`src/rtl/cpu_pkg.sv`:
```
// Types shared by the execute and memory stages: the control-unit opcode
// enum and the load/store unit state encoding.
package cpu_pkg;

    typedef enum logic [5:0] {
        CU_ADD  = 6'd0,
        CU_SUB  = 6'd1,
        CU_AND  = 6'd2,
        CU_OR   = 6'd3,
        CU_XOR  = 6'd4,
        CU_SLL  = 6'd5,
        CU_SRL  = 6'd6,
        CU_SRA  = 6'd7,
        CU_SLT  = 6'd8,
        CU_SLTU = 6'd9,
        CU_LB   = 6'd10,
        CU_LH   = 6'd11,
        CU_LW   = 6'd12,
        CU_LBU  = 6'd13,
        CU_LHU  = 6'd14,
        CU_SB   = 6'd15,
        CU_SH   = 6'd16,
        CU_SW   = 6'd17
    } cuOPType;

    localparam cuOPType MEM_OP_FIRST = CU_LB;
    localparam cuOPType MEM_OP_LAST  = CU_SW;

    typedef enum logic [1:0] {
        LSU_IDLE = 2'd0,
        LSU_REQ  = 2'd1,
        LSU_DONE = 2'd2
    } lsu_state_e;

    function automatic logic is_mem_op(input logic [5:0] op);
        return (op >= MEM_OP_FIRST) && (op <= MEM_OP_LAST);
    endfunction

    function automatic logic is_store_op(input cuOPType op);
        return (op == CU_SB) || (op == CU_SH) || (op == CU_SW);
    endfunction

endpackage

```
`src/rtl/lsu_lane_align.sv`:
```
// Byte-lane steering for the data-memory port: byte enables, store lane
// replication, load extraction with sign/zero extension, alignment check.
module lsu_lane_align
    import cpu_pkg::*;
(
    input  cuOPType     op,
    input  logic [1:0]  addr,
    input  logic [31:0] store_data,
    input  logic [31:0] rdata,
    output logic [3:0]  be,
    output logic [31:0] wdata,
    output logic [31:0] load_data,
    output logic        misaligned
);

    logic [31:0] shifted;
    logic [7:0]  byte_sel;
    logic [15:0] half_sel;

    always_comb begin
        shifted  = rdata >> {addr, 3'b000};
        byte_sel = shifted[7:0];
        half_sel = addr[1] ? rdata[31:16] : rdata[15:0];

        be         = 4'b0000;
        wdata      = store_data;
        load_data  = 32'h0;
        misaligned = 1'b0;

        case (op)
            CU_LB, CU_LBU, CU_SB: be = 4'b0001 << addr;
            CU_LH, CU_LHU, CU_SH: be = addr[1] ? 4'b1100 : 4'b0011;
            CU_LW, CU_SW:         be = 4'b1111;
            default:              be = 4'b0000;
        endcase

        case (op)
            CU_SB:   wdata = {4{store_data[7:0]}};
            CU_SH:   wdata = {2{store_data[15:0]}};
            default: wdata = store_data;
        endcase

        case (op)
            CU_LB:   load_data = {{24{byte_sel[7]}}, byte_sel};
            CU_LBU:  load_data = {24'h0, byte_sel};
            CU_LH:   load_data = {{16{half_sel[15]}}, half_sel};
            CU_LHU:  load_data = {16'h0, half_sel};
            CU_LW:   load_data = rdata;
            default: load_data = 32'h0;
        endcase

        case (op)
            CU_LH, CU_LHU, CU_SH: misaligned = addr[0];
            CU_LW, CU_SW:         misaligned = (addr != 2'b00);
            default:              misaligned = 1'b0;
        endcase
    end

endmodule

```
`src/rtl/load_store_unit.sv`:
```
// Memory stage: runs one req/ack data-memory transaction per load/store and
// stalls upstream until it completes, is rejected as misaligned, or times out.
module load_store_unit
    import cpu_pkg::*;
#(
    parameter int TIMEOUT_CYCLES = 16
) (
    input  logic        clk,
    input  logic        rst,
    input  logic        start,
    input  logic [5:0]  aluOP,
    input  logic [31:0] ALUResult,
    input  logic [31:0] storeData,
    output logic        stall,
    output logic        done,
    output logic [31:0] loadData,
    output logic        err,
    output logic        mem_req,
    output logic        mem_we,
    output logic [31:0] mem_addr,
    output logic [3:0]  mem_be,
    output logic [31:0] mem_wdata,
    input  logic        mem_ack,
    input  logic [31:0] mem_rdata
);

    localparam logic [31:0] CNT_LIMIT = 32'(TIMEOUT_CYCLES - 1);

    lsu_state_e  state_q, state_d;
    cuOPType     op_q, op_d;
    logic [31:0] addr_q, addr_d;
    logic [31:0] wdata_q, wdata_d;
    logic [3:0]  be_q, be_d;
    logic        we_q, we_d;
    logic [31:0] cnt_q, cnt_d;
    logic [31:0] load_data_q, load_data_d;
    logic        err_q, err_d;

    logic        accept;
    cuOPType     al_op;
    logic [1:0]  al_addr;
    logic [3:0]  al_be;
    logic [31:0] al_wdata;
    logic [31:0] al_load;
    logic        al_misal;

    assign accept = (state_q == LSU_IDLE) && start && is_mem_op(aluOP);

    // One aligner serves both ends: in IDLE it formats the incoming request,
    // afterwards it sees the latched op/address to extract the read data.
    assign al_op   = (state_q == LSU_IDLE) ? cuOPType'(aluOP) : op_q;
    assign al_addr = (state_q == LSU_IDLE) ? ALUResult[1:0] : addr_q[1:0];

    lsu_lane_align u_align (
        .op         (al_op),
        .addr       (al_addr),
        .store_data (storeData),
        .rdata      (mem_rdata),
        .be         (al_be),
        .wdata      (al_wdata),
        .load_data  (al_load),
        .misaligned (al_misal)
    );

    always_comb begin
        state_d     = state_q;
        op_d        = op_q;
        addr_d      = addr_q;
        wdata_d     = wdata_q;
        be_d        = be_q;
        we_d        = we_q;
        cnt_d       = cnt_q;
        load_data_d = load_data_q;
        err_d       = err_q;

        case (state_q)
            LSU_IDLE: begin
                if (accept) begin
                    op_d    = cuOPType'(aluOP);
                    addr_d  = ALUResult;
                    wdata_d = al_wdata;
                    be_d    = al_be;
                    we_d    = is_store_op(cuOPType'(aluOP));
                    cnt_d   = 32'h0;
                    if (al_misal) begin
                        state_d     = LSU_DONE;
                        err_d       = 1'b1;
                        load_data_d = 32'h0;
                    end else begin
                        state_d = LSU_REQ;
                    end
                end
            end
            LSU_REQ: begin
                if (mem_ack) begin
                    state_d     = LSU_DONE;
                    err_d       = 1'b0;
                    load_data_d = al_load;
                end else if ((TIMEOUT_CYCLES != 0) && (cnt_q == CNT_LIMIT)) begin
                    state_d     = LSU_DONE;
                    err_d       = 1'b1;
                    load_data_d = 32'h0;
                end else begin
                    cnt_d = cnt_q + 32'd1;
                end
            end
            LSU_DONE: state_d = LSU_IDLE;
            default:  state_d = LSU_IDLE;
        endcase
    end

    always_ff @(posedge clk) begin
        if (rst) begin
            state_q     <= LSU_IDLE;
            op_q        <= CU_ADD;
            addr_q      <= 32'h0;
            wdata_q     <= 32'h0;
            be_q        <= 4'h0;
            we_q        <= 1'b0;
            cnt_q       <= 32'h0;
            load_data_q <= 32'h0;
            err_q       <= 1'b0;
        end else begin
            state_q     <= state_d;
            op_q        <= op_d;
            addr_q      <= addr_d;
            wdata_q     <= wdata_d;
            be_q        <= be_d;
            we_q        <= we_d;
            cnt_q       <= cnt_d;
            load_data_q <= load_data_d;
            err_q       <= err_d;
        end
    end

    // Port fields are gated so the bus reads as all-zero outside REQ.
    assign mem_req   = (state_q == LSU_REQ);
    assign mem_we    = mem_req & we_q;
    assign mem_addr  = mem_req ? {addr_q[31:2], 2'b00} : 32'h0;
    assign mem_be    = mem_req ? be_q : 4'h0;
    assign mem_wdata = mem_req ? wdata_q : 32'h0;

    assign stall    = accept || (state_q == LSU_REQ);
    assign done     = (state_q == LSU_DONE);
    assign loadData = load_data_q;
    assign err      = err_q;

endmodule
```
`config.mk`:
```
export PLATFORM = sky130hd
export DESIGN_NAME = load_store_unit
export DESIGN_NICKNAME = d
export VERILOG_FILES = /design/src/rtl/cpu_pkg.sv /design/src/rtl/lsu_lane_align.sv /design/src/rtl/load_store_unit.sv
export SDC_FILE = /design/constraint.sdc
export NUM_CORES = 1
export LEC_CHECK = 0
export CORE_ASPECT_RATIO = 0.9
export CORE_MARGIN = 10
export CORE_UTILIZATION = 53
export CTS_CLUSTER_SIZE = 30
export DETAILED_ROUTE_END_ITERATION = 7
export PLACE_DENSITY = 0.93
export SKIP_CTS_REPAIR_TIMING = 1
export SLEW_MARGIN = 10
export SYNTH_ARGS = -nofsm -noshare
export SYNTH_HDL_FRONTEND = slang
export SYNTH_HIERARCHICAL = 1
export SYNTH_SLANG_ARGS = --single-unit
```
`constraint.sdc`:
```
create_clock -name clk -period 7.7 [get_ports clk]
set_input_delay 1.155 -clock clk [delete_from_list [all_inputs] [get_ports clk]]
set_output_delay 1.155 -clock clk [all_outputs]
set_load 0.1 [all_outputs]
```
==> results_dict.tcl <==
set metrics [dict create \
    io_buffers 208 \
    avgSynthCellArea_um2 8.60 \
    drive_above_1_share 0.102 \
    vias_per_cell 5.91 \
    slew_viol_final 0 \
    outcome "finished, final reports clean" \
    cp-end-kind "output port" \
    cp_max_fo 5 \
    synth_top_family_by_area "simple AND/OR/NAND/NOR gates" \
    setup_viol 0 \
    worstPathRequired_ns 6.55 \
    setup.worst_path.class "in -> out" \
    place_area_mm2 0.00953 \
    start_util 0.544 \
    cts_root_buf "clkbuf_16" \
    grt_max_degree 96 \
    final_antenna_net_count 0 \
    synthMuxAreaShare 0.0713 \
    wl_mm 23.8 \
    synthAdderAreaFrac 0.00164 \
    fin_crit_sh 0.631 \
    multi_input_area_mm2 0.00428 \
    finalCriticalPeriod_ns 4.86 \
    synthFlopType "dfxtp_1" \
    drtIter0Drc 788 \
    core_area_mm2 0.0141 \
    gp_congestion 0.906 \
    dieHeight_um 134 \
    synth_simple_gate_area_frac 0.249 \
    relSlewSlack 0.172 \
    antenna_found_initial 0 \
    r2r_cells 9 \
    grt_pass1_vias 7066 \
    hpwl_mm 16.2 \
    seq_area_frac_synth 0.372 \
    final_area_mm2 0.0102 \
    fp-row-count 41 \
    syn_inst 889 \
    clk_pin_slew_worst_paths_ns 0.06 \
    die_w_um 147 \
    min_path_type "reg -> reg" \
    synth_xor_area_frac 0.00115 \
    yosysMostFrequentCell "nand2_1" \
    cts_made_buffers 17 \
    synth_top_cell_area_share 0.372 \
    yosysWarnings 6 \
    tightestPinTransition_ns 1.24 \
    firstDrtPassIters 5 \
    rsz0062_at_grt "false" \
    synth_cell_types 75 \
    fill_cells 1062 \
    grt_usage 0.235 \
    overflow 0 \
    synth-seq-cells 142 \
    synth_edf_count 0 \
    skew_ns 0.00560 \
    cp-start-kind "input pin" \
    ios 211 \
    cts_tree "yes" \
    ir_drop_mv 0.148 \
    synth_top_area_cell "dfxtp_1" \
    finalHoldViolCount 0 \
    wire_per_inst_um 19.0 \
    setup_tns_ns 0 \
    leakage_nw 3.65 \
    worstSkewPairLatency_ns 0.43 \
    synth_common_cells "nand2_1, dfxtp_1, a21oi_1" \
    fin_nets 1150 \
    power.density_mw_per_mm2 178 \
    syn_area_mm2 0.00765 \
    drc 0 \
    floorplan.die_area_mm2 0.0196 \
    htreeDepth 4 \
    clock_path_buffers 2 \
    maxCapViolCount 0 \
    grt_pass1_wl_mm 38.1 \
    worst_hold_slack_ns 0.449 \
    hold_depth 2 \
    cts.sinks 142 \
    areaGrowthSynthToFinish_pct 32.8 \
    async_reset_ff_frac 0 \
    synth_compound_area_frac 0.235 \
    arrival_ns 3.71 \
    seq_area_mm2 0.00284 \
    vias 7377 \
    num_antenna_cells 0 \
    fmax_ghz 0.206 \
    synth_area_leaders "dfxtp_1, nand2_1, and2_1, a21oi_1, a22o_1" \
]
-- final cells by class --
type / instances / area share
Multi-Input combinational cell: 658 / 0.421
Sequential cell: 142 / 0.280
Timing Repair Buffer: 214 / 0.209
Clock buffer: 21 / 0.0463
Tap cell: 193 / 0.0238
Clock inverter: 11 / 0.0154
Inverter: 10 / 0.00370
-- worst max-delay path, cell delays in order --
cell and delay (ns):
clkdlybuf4s50_1 0.47, or4b_1 0.55, o21ai_2 0.15, nand3_4 0.10, nand2_1 0.13, clkdlybuf4s50_1 1.14
-- kinds of logic (layout without fill, tap and decap cells) --
logic type | count (synthesis) | after routing
AO/OA/AOI/OAI | 245 | 245
XOR/XNOR | 1 | 1
adder cells (fa/ha/maj) | 1 | 1
buffers and inverters | 90 | 256
flip-flops | 142 | 142
multiplexers | 43 | 43
other | 1 | 2
AND/OR/NAND/NOR | 366 | 366
-- per-layer routing --
layer	vias to the layer above	GRT usage	part of all wire
li1	3467	-	-
met1	3501	0.301	0.43
met2	353	0.366	0.45
met3	56	0.0709	0.087
met4	0	0.0828	0.029
met5	-	0	0
-- power by group --
part	internal, mW	total (mW)	switching, mW	leakage [nW]
clock	0.539	0.868	0.329	0.297
sequential	0.744	0.749	0.00448	1.15
combinational	0.0909	0.194	0.103	2.21
total	1.37	1.81	0.436	3.65
-- through the flow --
stage,instances,util,power (mW),worst slack [ns]
6_report,1249,0.722,1.81,2.84
4_1_cts,1249,0.722,1.82,2.83
2_1_floorplan,890,-,0.880,3.51
3_5_place_dp,1217,0.678,0.955,2.84
5_1_grt,1249,0.722,1.86,2.76
3_3_place_gp,1217,0.678,0.951,2.87
-- cell usage in the layout, fill, tap and decap left out, types with 4 or more instances in the layout --
cell type,n
o221ai_1,4
a41oi_1,7
and3_1,5
a211oi_2,4
mux2_2,24
a31oi_1,7
dfxtp_1,142
and4_1,6
and2_1,69
a221o_1,15
nand2_1,175
o21ai_0,10
clkdlybuf4s50_1,207
a21o_1,25
mux4_2,6
clkbuf_16,17
nor2b_1,9
nor4_1,8
nand2b_1,15
mux2i_1,11
inv_1,9
a21oi_1,86
a22o_1,40
a21oi_2,10
buf_4,7
nand4_1,8
a311oi_1,12
nor2_1,22
or3b_2,4
nand3b_1,4
nand3_1,17
-- registers in the layout (all words and copies together) (netlist names) --
signal    count
op_q          6
cnt_q        32
be_q          4
addr_q       32
err           1
loadData     32
we_q          1
state_q       2
wdata_q      32
-- path summary, 6_finish.rpt --
check	from	endpoint	slack, ns
hold reg to reg	addr_q[12]$_SDFFE_PP0P_	addr_q[12]$_SDFFE_PP0P_	0.45
setup reg to reg	state_q[0]$_SDFFE_PP0P_	loadData[0]$_SDFFE_PP0P_	3.48
setup / recovery	aluOP[1]	stall	2.84
hold / removal	addr_q[12]$_SDFFE_PP0P_	addr_q[12]$_SDFFE_PP0P_	0.45
Note: power is estimated with default switching activity, not from simulation.
